[config.mk]
export PLATFORM = sky130hd
export DESIGN_NAME = mlp_train_sequencer
export DESIGN_NICKNAME = d
export VERILOG_FILES = /design/src/rtl/mlp_train_sequencer_pkg.sv /design/src/rtl/mlp_train_sequencer_sample_store.sv /design/src/rtl/mlp_train_sequencer.sv
export SDC_FILE = /design/constraint.sdc
export NUM_CORES = 1
export LEC_CHECK = 0
export ABC_AREA = 0
export CAP_MARGIN = 40
export CELL_PAD_IN_SITES_DETAIL_PLACEMENT = 1
export CELL_PAD_IN_SITES_GLOBAL_PLACEMENT = 1
export CORE_MARGIN = 4
export CORE_UTILIZATION = 32
export DETAILED_ROUTE_END_ITERATION = 12
export PLACE_DENSITY_LB_ADDON = 0.1
export SLEW_MARGIN = 20
export SYNTH_ARGS = -nofsm -noshare
export SYNTH_HDL_FRONTEND = slang
export SYNTH_HIERARCHICAL = 1
export SYNTH_SLANG_ARGS = --single-unit
[constraint.sdc]
create_clock -name i_clk -period 6.1 [get_ports i_clk]
set_input_delay 0.61 -clock i_clk [delete_from_list [all_inputs] [get_ports i_clk]]
set_output_delay 0.61 -clock i_clk [all_outputs]
set_load 0.01 [all_outputs]
[src/rtl/mlp_train_sequencer_pkg.sv]
// Shared types and constants for the MLP training sequencer and its sample store.
package mlp_train_sequencer_pkg;

    localparam logic [15:0] ONE            = 16'h0100;
    localparam logic [15:0] THRESH_DEFAULT = 16'h0080;

    typedef enum logic [2:0] {
        StIdle,
        StTrain,
        StEvalSettle,
        StEvalCapture,
        StDone
    } state_t;

    typedef struct packed {
        logic [15:0] x1;
        logic [15:0] x2;
        logic [15:0] y;
    } sample_t;

    // Power-on contents: the XOR truth table; entries beyond it are zero.
    function automatic sample_t xor_sample(input int unsigned idx);
        sample_t s;
        case (idx)
            1:       s = '{x1: 16'h0000, x2: ONE,        y: ONE};
            2:       s = '{x1: ONE,      x2: 16'h0000,   y: ONE};
            3:       s = '{x1: ONE,      x2: ONE,        y: 16'h0000};
            default: s = '{x1: 16'h0000, x2: 16'h0000,   y: 16'h0000};
        endcase
        return s;
    endfunction

endpackage

[src/rtl/mlp_train_sequencer_sample_store.sv]
// Training sample register file: one write port, one asynchronous read port.
module mlp_sample_store
    import mlp_train_sequencer_pkg::*;
#(
    parameter int unsigned NUM_SAMPLES = 4,
    parameter int unsigned AW          = $clog2(NUM_SAMPLES)
) (
    input  logic          i_clk,
    input  logic          i_rst_n,
    input  logic          i_we,
    input  logic [AW-1:0] i_waddr,
    input  sample_t       i_wdata,
    input  logic [AW-1:0] i_raddr,
    output sample_t       o_rdata
);

    sample_t r_mem [NUM_SAMPLES];

    always_ff @(posedge i_clk or negedge i_rst_n) begin
        if (!i_rst_n) begin
            for (int unsigned i = 0; i < NUM_SAMPLES; i++) begin
                r_mem[i] <= xor_sample(i);
            end
        end else if (i_we) begin
            r_mem[i_waddr] <= i_wdata;
        end
    end

    assign o_rdata = r_mem[i_raddr];

endmodule

[src/rtl/mlp_train_sequencer.sv]
// Sequences MLP training over stored samples, then evaluates each sample and scores the result.
module mlp_train_sequencer
    import mlp_train_sequencer_pkg::*;
#(
    parameter int unsigned NUM_SAMPLES = 4,
    parameter int unsigned NUM_EPOCHS  = 250,
    parameter logic [15:0] THRESH      = THRESH_DEFAULT
) (
    input  logic                            i_clk,
    input  logic                            i_rst_n,
    input  logic                            i_start,
    input  logic                            i_load_en,
    input  logic [$clog2(NUM_SAMPLES)-1:0]  i_load_addr,
    input  logic [15:0]                     i_load_x1,
    input  logic [15:0]                     i_load_x2,
    input  logic [15:0]                     i_load_y,
    input  logic [15:0]                     i_mlp_y_out,
    input  logic                            i_mlp_training_done,
    output logic [15:0]                     o_x1,
    output logic [15:0]                     o_x2,
    output logic [15:0]                     o_y_target,
    output logic                            o_train,
    output logic                            o_busy,
    output logic                            o_eval_valid,
    output logic [$clog2(NUM_SAMPLES)-1:0]  o_eval_idx,
    output logic                            o_eval_pred,
    output logic [$clog2(NUM_SAMPLES):0]    o_correct_count,
    output logic                            o_all_correct,
    output logic                            o_done
);

    localparam int unsigned AW = $clog2(NUM_SAMPLES);
    localparam int unsigned EW = (NUM_EPOCHS > 1) ? $clog2(NUM_EPOCHS) : 1;
    localparam logic [AW-1:0] IDX_LAST   = AW'(NUM_SAMPLES - 1);
    localparam logic [EW-1:0] EPOCH_LAST = EW'(NUM_EPOCHS - 1);
    localparam logic [AW:0]   CNT_FULL   = (AW + 1)'(NUM_SAMPLES);

    state_t        r_state, w_state_next;
    logic [AW-1:0] r_idx, w_idx_next;
    logic [EW-1:0] r_epoch, w_epoch_next;
    logic [AW:0]   r_correct, w_correct_next;
    logic          r_eval_valid, w_eval_valid_next;
    logic [AW-1:0] r_eval_idx, w_eval_idx_next;
    logic          r_eval_pred, w_eval_pred_next;

    logic          w_idle_or_done;
    logic [AW-1:0] w_raddr;
    sample_t       w_rdata;
    sample_t       w_wdata;
    logic          w_pred;
    logic          w_target;

    assign w_idle_or_done = (r_state == StIdle) || (r_state == StDone);
    assign w_raddr        = w_idle_or_done ? '0 : r_idx;
    assign w_wdata        = '{x1: i_load_x1, x2: i_load_x2, y: i_load_y};

    mlp_sample_store #(
        .NUM_SAMPLES (NUM_SAMPLES),
        .AW          (AW)
    ) u_store (
        .i_clk   (i_clk),
        .i_rst_n (i_rst_n),
        .i_we    (i_load_en && w_idle_or_done),
        .i_waddr (i_load_addr),
        .i_wdata (w_wdata),
        .i_raddr (w_raddr),
        .o_rdata (w_rdata)
    );

    assign w_pred   = (i_mlp_y_out >= THRESH);
    assign w_target = (w_rdata.y >= THRESH);

    always_ff @(posedge i_clk or negedge i_rst_n) begin
        if (!i_rst_n) begin
            r_state      <= StIdle;
            r_idx        <= '0;
            r_epoch      <= '0;
            r_correct    <= '0;
            r_eval_valid <= 1'b0;
            r_eval_idx   <= '0;
            r_eval_pred  <= 1'b0;
        end else begin
            r_state      <= w_state_next;
            r_idx        <= w_idx_next;
            r_epoch      <= w_epoch_next;
            r_correct    <= w_correct_next;
            r_eval_valid <= w_eval_valid_next;
            r_eval_idx   <= w_eval_idx_next;
            r_eval_pred  <= w_eval_pred_next;
        end
    end

    always_comb begin
        w_state_next      = r_state;
        w_idx_next        = r_idx;
        w_epoch_next      = r_epoch;
        w_correct_next    = r_correct;
        w_eval_valid_next = 1'b0;
        w_eval_idx_next   = r_eval_idx;
        w_eval_pred_next  = r_eval_pred;
        case (r_state)
            StIdle, StDone: begin
                if (i_start) begin
                    w_state_next   = StTrain;
                    w_idx_next     = '0;
                    w_epoch_next   = '0;
                    w_correct_next = '0;
                end
            end
            StTrain: begin
                // The final sample of the last epoch is still trained before leaving.
                if (i_mlp_training_done || (r_idx == IDX_LAST && r_epoch == EPOCH_LAST)) begin
                    w_state_next = StEvalSettle;
                    w_idx_next   = '0;
                end else begin
                    w_idx_next = r_idx + 1'b1;
                    if (r_idx == IDX_LAST) begin
                        w_epoch_next = r_epoch + 1'b1;
                    end
                end
            end
            StEvalSettle: begin
                w_state_next = StEvalCapture;
            end
            StEvalCapture: begin
                w_eval_valid_next = 1'b1;
                w_eval_idx_next   = r_idx;
                w_eval_pred_next  = w_pred;
                if (w_pred == w_target) begin
                    w_correct_next = r_correct + 1'b1;
                end
                if (r_idx == IDX_LAST) begin
                    w_state_next = StDone;
                end else begin
                    w_idx_next   = r_idx + 1'b1;
                    w_state_next = StEvalSettle;
                end
            end
            default: begin
                w_state_next = StIdle;
            end
        endcase
    end

    assign o_x1            = w_rdata.x1;
    assign o_x2            = w_rdata.x2;
    assign o_y_target      = w_rdata.y;
    assign o_train         = (r_state == StTrain);
    assign o_busy          = !w_idle_or_done;
    assign o_eval_valid    = r_eval_valid;
    assign o_eval_idx      = r_eval_idx;
    assign o_eval_pred     = r_eval_pred;
    assign o_correct_count = r_correct;
    assign o_done          = (r_state == StDone);
    assign o_all_correct   = (r_state == StDone) && (r_correct == CNT_FULL);

endmodule

==> metrics, run 1 <==
CP Capture Type=primary output; Seq. cell area=5310 µm²; first-pass GRT wire length=36000 µm; simple-gate share of the synthesized area=0.0345; fillcell total=2872; clock buffer depth=3; Mapped Cells=581; RSZ-0062 raised after global routing=no; Worst EP arrival=3540 ps; Tcrit/Tclk final=0.680; Worst-Skew Late Latency=510 ps; commonest non-fill, non-tap cell in the layout=dfrtp_1; Synth Area in Compound Gates=0.00736; I/O pin cnt=130; commonest cells after routing, fill and taps aside=dfrtp_1 (206), mux2_2 (190), clkdlybuf4s50_1 (121), mux4_2 (48), clkbuf_16 (27); DRT Pass-1 Iters=4; Syn Area/Cell=16.1 µm²; Max Cap Viol=0; PortBufs=122; Total Power=6050 µW; Num CTS Buffers=26; final WL=22800 µm; Crit Path Category=register to primary output; gpl congestion=0.668; peak supply drop=245 µV; CP Buf/Inv Count=3; Synth Area in Adders=0.00669; sequential-to-total area share from yosys stat=0.568; clock-pin slew on the worst setup and hold paths=60 ps; initial core utilization=0.325; Worst path most repeated cell=buf_4; status=finished, final reports clean; pwr/cell area=506 nW/µm²; area of the multi-input gates=3860 µm²; vias per cell=4.90; largest net degree at the start of global routing=69; Cell Chain, Critical Path=nor2_1 > buf_4 > nor2b_4 > buf_4 > mux4_2 > clkdlybuf4s50_1; clock root buffer=clkbuf_16; grt ovf=0; 1st-iter DRT viols=168; # nets final=789; Setup crit start kind=register; die height=179 µm; die area=32000 µm²; FF+latch count, synth=212; fmax=241 MHz; Post-Synth XOR/XNOR Area=0.00655; slew margin rel.=0.420; DR WL/cell=20.4 µm; largest family of logic cells by synthesized area=multiplexers; H-tree depth=1; Vias=5465; Setup Viol. Count Final=0; Area growth syn-to-layout=27.8%; Yosys Warn Count=6; post-layout min period=4150 ps; Max Slew Vio Count=0; initial antenna violation count=1; Syn Std Cell Area=9350 µm²; number of global-route vias before repair=6489; ANT nets after route=0; CTS Hold Bufs=0; Finished Layout Cells=1116; Antenna Diode Count=0; # Post-CTS Setup Buffers=0; share of post-route cells with drive strength above 1=0.414; die width=179 µm; path type of the worst min-delay path=input pin to async pin; Worst Path Required=5490 ps; hold_ws=87.2 ps; TritonCTS sink count=212; final hold vios=0; CP max stage delay=620 ps; Top Family by Delay on Critical Path=buffers and inverters; mux cell area share after synthesis=0.354; post-cts repair resize count=0; Worst-Margin Slew=869 ps; Leak Pwr=0.00520 µW; Syn Nets=657; CTS tree=done; hpwl dp=14200 µm; slowest CP cell=mux4_2; core area=28800 µm²; final setup skew=4.10 ps; DRC viols=0; Sum Neg Setup Slack=0 ps; library cells used by synthesis=35; placed cells=1065; CP Max Fanout=22; gr usage total=0.144; Rows=62
[cell usage after synthesis]
cell type	count	area, µm²
nand2b_1	1	6.26
nand3b_1	2	15.0
o22ai_1	1	6.26
nand3_1	7	35.0
a21o_1	1	7.51
a21oi_1	2	10.0
o41ai_1	1	8.76
mux4_2	48	1080
nor4_4	1	21.3
nor2_1	14	52.6
and2_1	2	12.5
ha_1	5	62.6
and3_1	4	25.0
dfstp_2	6	158
a31o_2	1	8.76
mux2i_1	1	10.0
xor2_1	7	61.3
inv_1	8	30.0
clkbuf_1	3	11.3
nor4_1	2	12.5
nor2b_1	4	25.0
a32oi_1	1	8.76
buf_2	20	100
nor3_1	5	25.0
o21ai_0	1	5.00
or4_1	1	7.51
mux2_2	190	2140
nand4_1	5	31.3
buf_4	10	75.1
dfrtp_1	206	5150
o21ai_1	1	5.00
nand2_1	11	41.3
o311ai_0	1	8.76
nor3b_2	1	12.5
mux2_1	7	78.8
[report_power, final]
part	switching [µW]	leakage [µW]	internal, µW
sequential	298	0.00269	1980
combinational	870	0.00209	1390
clock	569	0.000417	935
[routing by layer]
layer,GRT usage,wire length (µm),up-vias
met5,0,13,-
met4,0.0294,461,2
met3,0.0306,957,31
met2,0.274,12300,82
met1,0.167,9050,2937
li1,-,-,2413
[flip-flops by register name, summed over array words and instances (netlist names)]
name	count
r_epoch	8
o_eval_valid	1
r_state	3
o_eval_idx	2
r_idx	2
o_correct_count	3
o_eval_pred	1
u_store/r_mem	192
[worst register-to-register path, stage by stage (launching register included)]
cell     delay [ps]
dfrtp_1         570
nor2_1          120
buf_4           190
nor2b_4         470
buf_4           460
mux4_2          570
nor4_1          290
nand3_1         170
xor2_1          190
nor2_1          200
mux2_2          360
[cell type report]
| class | count | area share |
|---|---|---|
| repair buffers | 137 | 0.119 |
| well taps | 384 | 0.0402 |
| multi-input cells | 328 | 0.323 |
| clock inverters | 3 | 0.00335 |
| inverters | 8 | 0.00251 |
| flip-flops and latches | 212 | 0.444 |
| clock buffers | 44 | 0.0677 |
[metrics by stage]
| step | utilization | setup slack (ps) | area, µm² |
|---|---|---|---|
| floorplan | - | 3400 | 9350 |
| global placement | 0.381 | 2190 | 11000 |
| detailed placement | 0.383 | 2190 | 11000 |
| CTS | 0.413 | 1740 | 11900 |
| global route | 0.415 | 1630 | 12000 |
| finish | 0.415 | 1950 | 12000 |
[cells by family (layout without fill, tap and decap cells)]
logic type | after synthesis | after routing
xor gates and xnor gates | 7 | 7
DFF | 212 | 212
and+or+nand+nor | 60 | 60
AOI/OAI and AO/OA | 10 | 10
adders and majority gates | 5 | 5
muxes | 246 | 246
buffers and inverters | 41 | 192
[path summary, 6_finish.rpt]
path | slack, ps | cells after the start | start | to
max in group asynchronous | 4740 | 3 | i_rst_n | u_store/r_mem[40]$_DFFE_PN1P_
hold reg to reg | 490 | 1 | u_store/r_mem[94]$_DFFE_PN0P_ | u_store/r_mem[94]$_DFFE_PN0P_
setup / recovery | 1950 | 6 | r_state[1]$_DFFE_PN0P_ | o_x2[9]
hold / removal | 90 | 1 | i_rst_n | r_epoch[3]$_DFFE_PN0P_
setup reg to reg | 2370 | 10 | r_state[1]$_DFFE_PN0P_ | o_correct_count[1]$_DFFE_PN0P_
min in group i_clk | 490 | 1 | u_store/r_mem[94]$_DFFE_PN0P_ | u_store/r_mem[94]$_DFFE_PN0P_
(Power assumes the default switching activity.)
==> inputs of run 2 (changes only) <==
==> constraint.sdc (replaced) <==
create_clock -name i_clk -period 3.7 [get_ports i_clk]
set_input_delay 0.37 -clock i_clk [delete_from_list [all_inputs] [get_ports i_clk]]
set_output_delay 0.37 -clock i_clk [all_outputs]
set_load 0.01 [all_outputs]
==> run 2 against run 1 <==
Worst hold slack gained 160 ps. Register-to-register slack got worse by 1900 ps. Clock power is 63% higher. Design area rose by 0.45%. Flip-flop and latch count is the same. Largest power group is now combinational cells.
==> metrics, run 2 (synthesized netlist as in run 1, its figures left out) <==
status=finished, final reports clean; CTS tree=done; Worst EP arrival=3100 ps (-440 ps); CP Max Fanout=23 (+4.5%); die area=32000 µm² (unchanged); post-layout min period=3470 ps; gr usage total=0.146 (+0.00170); slowest CP cell=dfrtp_1; peak supply drop=427 µV (+74%); share of post-route cells with drive strength above 1=0.419 (+0.00555); pwr/cell area=833 nW/µm² (+65%); final WL=23000 µm (+1.0%); Worst Path Required=3330 ps (-2160 ps); clock root buffer=clkbuf_16; vias per cell=4.90 (+0.16%); DR WL/cell=20.5 µm (+0.42%); hpwl dp=15000 µm (+5.5%); Crit Path Category=register to primary output; Vias=5508 (+0.79%); final hold vios=0 (unchanged); grt ovf=0 (unchanged); slew margin rel.=0.637 (+0.217); clock-pin slew on the worst setup and hold paths=60 ps (about the same); Finished Layout Cells=1123 (+0.63%); Antenna Diode Count=0 (unchanged); Sum Neg Setup Slack=0 ps (unchanged); DRC viols=0 (unchanged); H-tree depth=1 (unchanged); path type of the worst min-delay path=input pin to async pin; DRT Pass-1 Iters=4 (unchanged); gpl congestion=0.701 (+4.9%); first-pass GRT wire length=36400 µm (+1.2%); Leak Pwr=0.00523 µW (+0.70%); CP Capture Type=primary output; Max Slew Vio Count=0 (unchanged); Setup crit start kind=register; initial core utilization=0.325 (unchanged); commonest cells after routing, fill and taps aside=dfrtp_1 (206), mux2_2 (190), clkdlybuf4s50_1 (121), mux4_2 (48), clkbuf_16 (27); Worst-Skew Late Latency=510 ps (about the same); 1st-iter DRT viols=183 (+8.9%); number of global-route vias before repair=6540 (+0.79%); fmax=289 MHz; final setup skew=4.63 ps (+0.523 ps); hold_ws=249 ps (+162 ps); CP max stage delay=590 ps (-30 ps); commonest non-fill, non-tap cell in the layout=dfrtp_1; Tcrit/Tclk final=0.937; largest net degree at the start of global routing=93 (+35%); Final Core Density=0.417 (+0.00187); placed cells=1070 (+0.47%); Top reg by flops=u_store/r_mem; Total Power=10000 µW (+66%); Cell Chain, Critical Path=nor2_1 > buf_4 > nor2b_4 > buf_6 > mux4_2 > clkdlybuf4s50_1; ANT nets after route=0 (unchanged); Worst-Margin Slew=544 ps (-325 ps); Rows=62 (unchanged); Num CTS Buffers=26 (unchanged); max FFs per register=192 (unchanged); clock buffer depth=3 (unchanged); Area growth syn-to-layout=28.4%; TritonCTS sink count=212 (unchanged); core area=28800 µm² (unchanged); Max Cap Viol=0 (unchanged); die height=179 µm (unchanged); RSZ-0062 raised after global routing=no; fillcell total=2885 (+0.45%); die width=179 µm (unchanged); Setup Viol. Count Final=0 (unchanged); I/O pin cnt=130 (unchanged); # nets final=795 (+0.76%); initial antenna violation count=0 (-1); biggest regs=u_store/r_mem x192, r_epoch x8; PortBufs=122 (unchanged)
==> run 2: report_power, final <==
group          switching [µW]  leakage (µW)  total (µW)  internal (µW)
logic                    1460       0.00213        3800           2340
registers                 499       0.00269        3770           3270
clock network             935      0.000417        2440           1500
==> run 2: cell type report <==
cell class / instances / area, µm² / share of cell area
flip-flops and latches: 212 / 5310 / 0.442
clock inverters: 7 / 60.1 / 0.00500
inverters: 8 / 30.0 / 0.00250
well taps: 384 / 480 / 0.0400
clock buffers: 41 / 778 / 0.0648
repair buffers: 143 / 1490 / 0.124
multi-input cells: 328 / 3860 / 0.321
==> run 2: what timing repair did <==
action | CTS | global route
hold endpoints to repair | 88 | 0
gates resized for setup | 1 | 1
setup endpoints to repair | 23 | 31
setup buffers | 0 | 3
hold buffers | 1 | 0
==> run 2: path summary, 6_finish.rpt <==
path | from | endpoint | slack [ps] | cells after the start
hold reg to reg | u_store/r_mem[94]$_DFFE_PN0P_ | u_store/r_mem[94]$_DFFE_PN0P_ | 490 | 1
max in group asynchronous | i_rst_n | u_store/r_mem[104]$_DFFE_PN1P_ | 2280 | 4
min in group i_clk | u_store/r_mem[94]$_DFFE_PN0P_ | u_store/r_mem[94]$_DFFE_PN0P_ | 490 | 1
setup reg to reg | r_state[1]$_DFFE_PN0P_ | o_correct_count[1]$_DFFE_PN0P_ | 510 | 10
hold / removal | i_rst_n | o_correct_count[1]$_DFFE_PN0P_ | 250 | 2
setup / recovery | r_state[1]$_DFFE_PN0P_ | o_x2[5] | 230 | 6
==> run 2: critical path, delay by kind of cell (launching register included) <==
family	cells	cell delay, ps
AND/OR/NAND/NOR	2	520
flip-flops	1	590
buffers and inverters	3	1070
multiplexers	1	380
==> run 2: layer usage <==
metal	up-vias	share of wire	global-route usage
met2	77	0.55	0.279
li1	2438	-	-
met3	26	0.038	0.0289
met4	0	0.020	0.0310
met1	2967	0.39	0.169
met5	-	0	0
==> run 2: per-stage QoR <==
stage                     worst slack (ps)  instance area, µm²
after global routing                  56.9               12000
after global placement                 435               11100
after CTS                             5.59               12000
after detailed placement               413               11100
final                                  234               12000
after floorplan                       1000                9350
==> inputs of run 3 (changes only) <==
--- a/config.mk
+++ b/config.mk
@@ -12,6 +12,7 @@
 export CORE_MARGIN = 4
 export CORE_UTILIZATION = 32
 export DETAILED_ROUTE_END_ITERATION = 12
+export GPL_ROUTABILITY_DRIVEN = 0
 export PLACE_DENSITY_LB_ADDON = 0.1
 export SLEW_MARGIN = 20
 export SYNTH_ARGS = -nofsm -noshare
==> results of run 3 <==
Same layout as run 2: the final DEF is identical, and so are final timing and power.
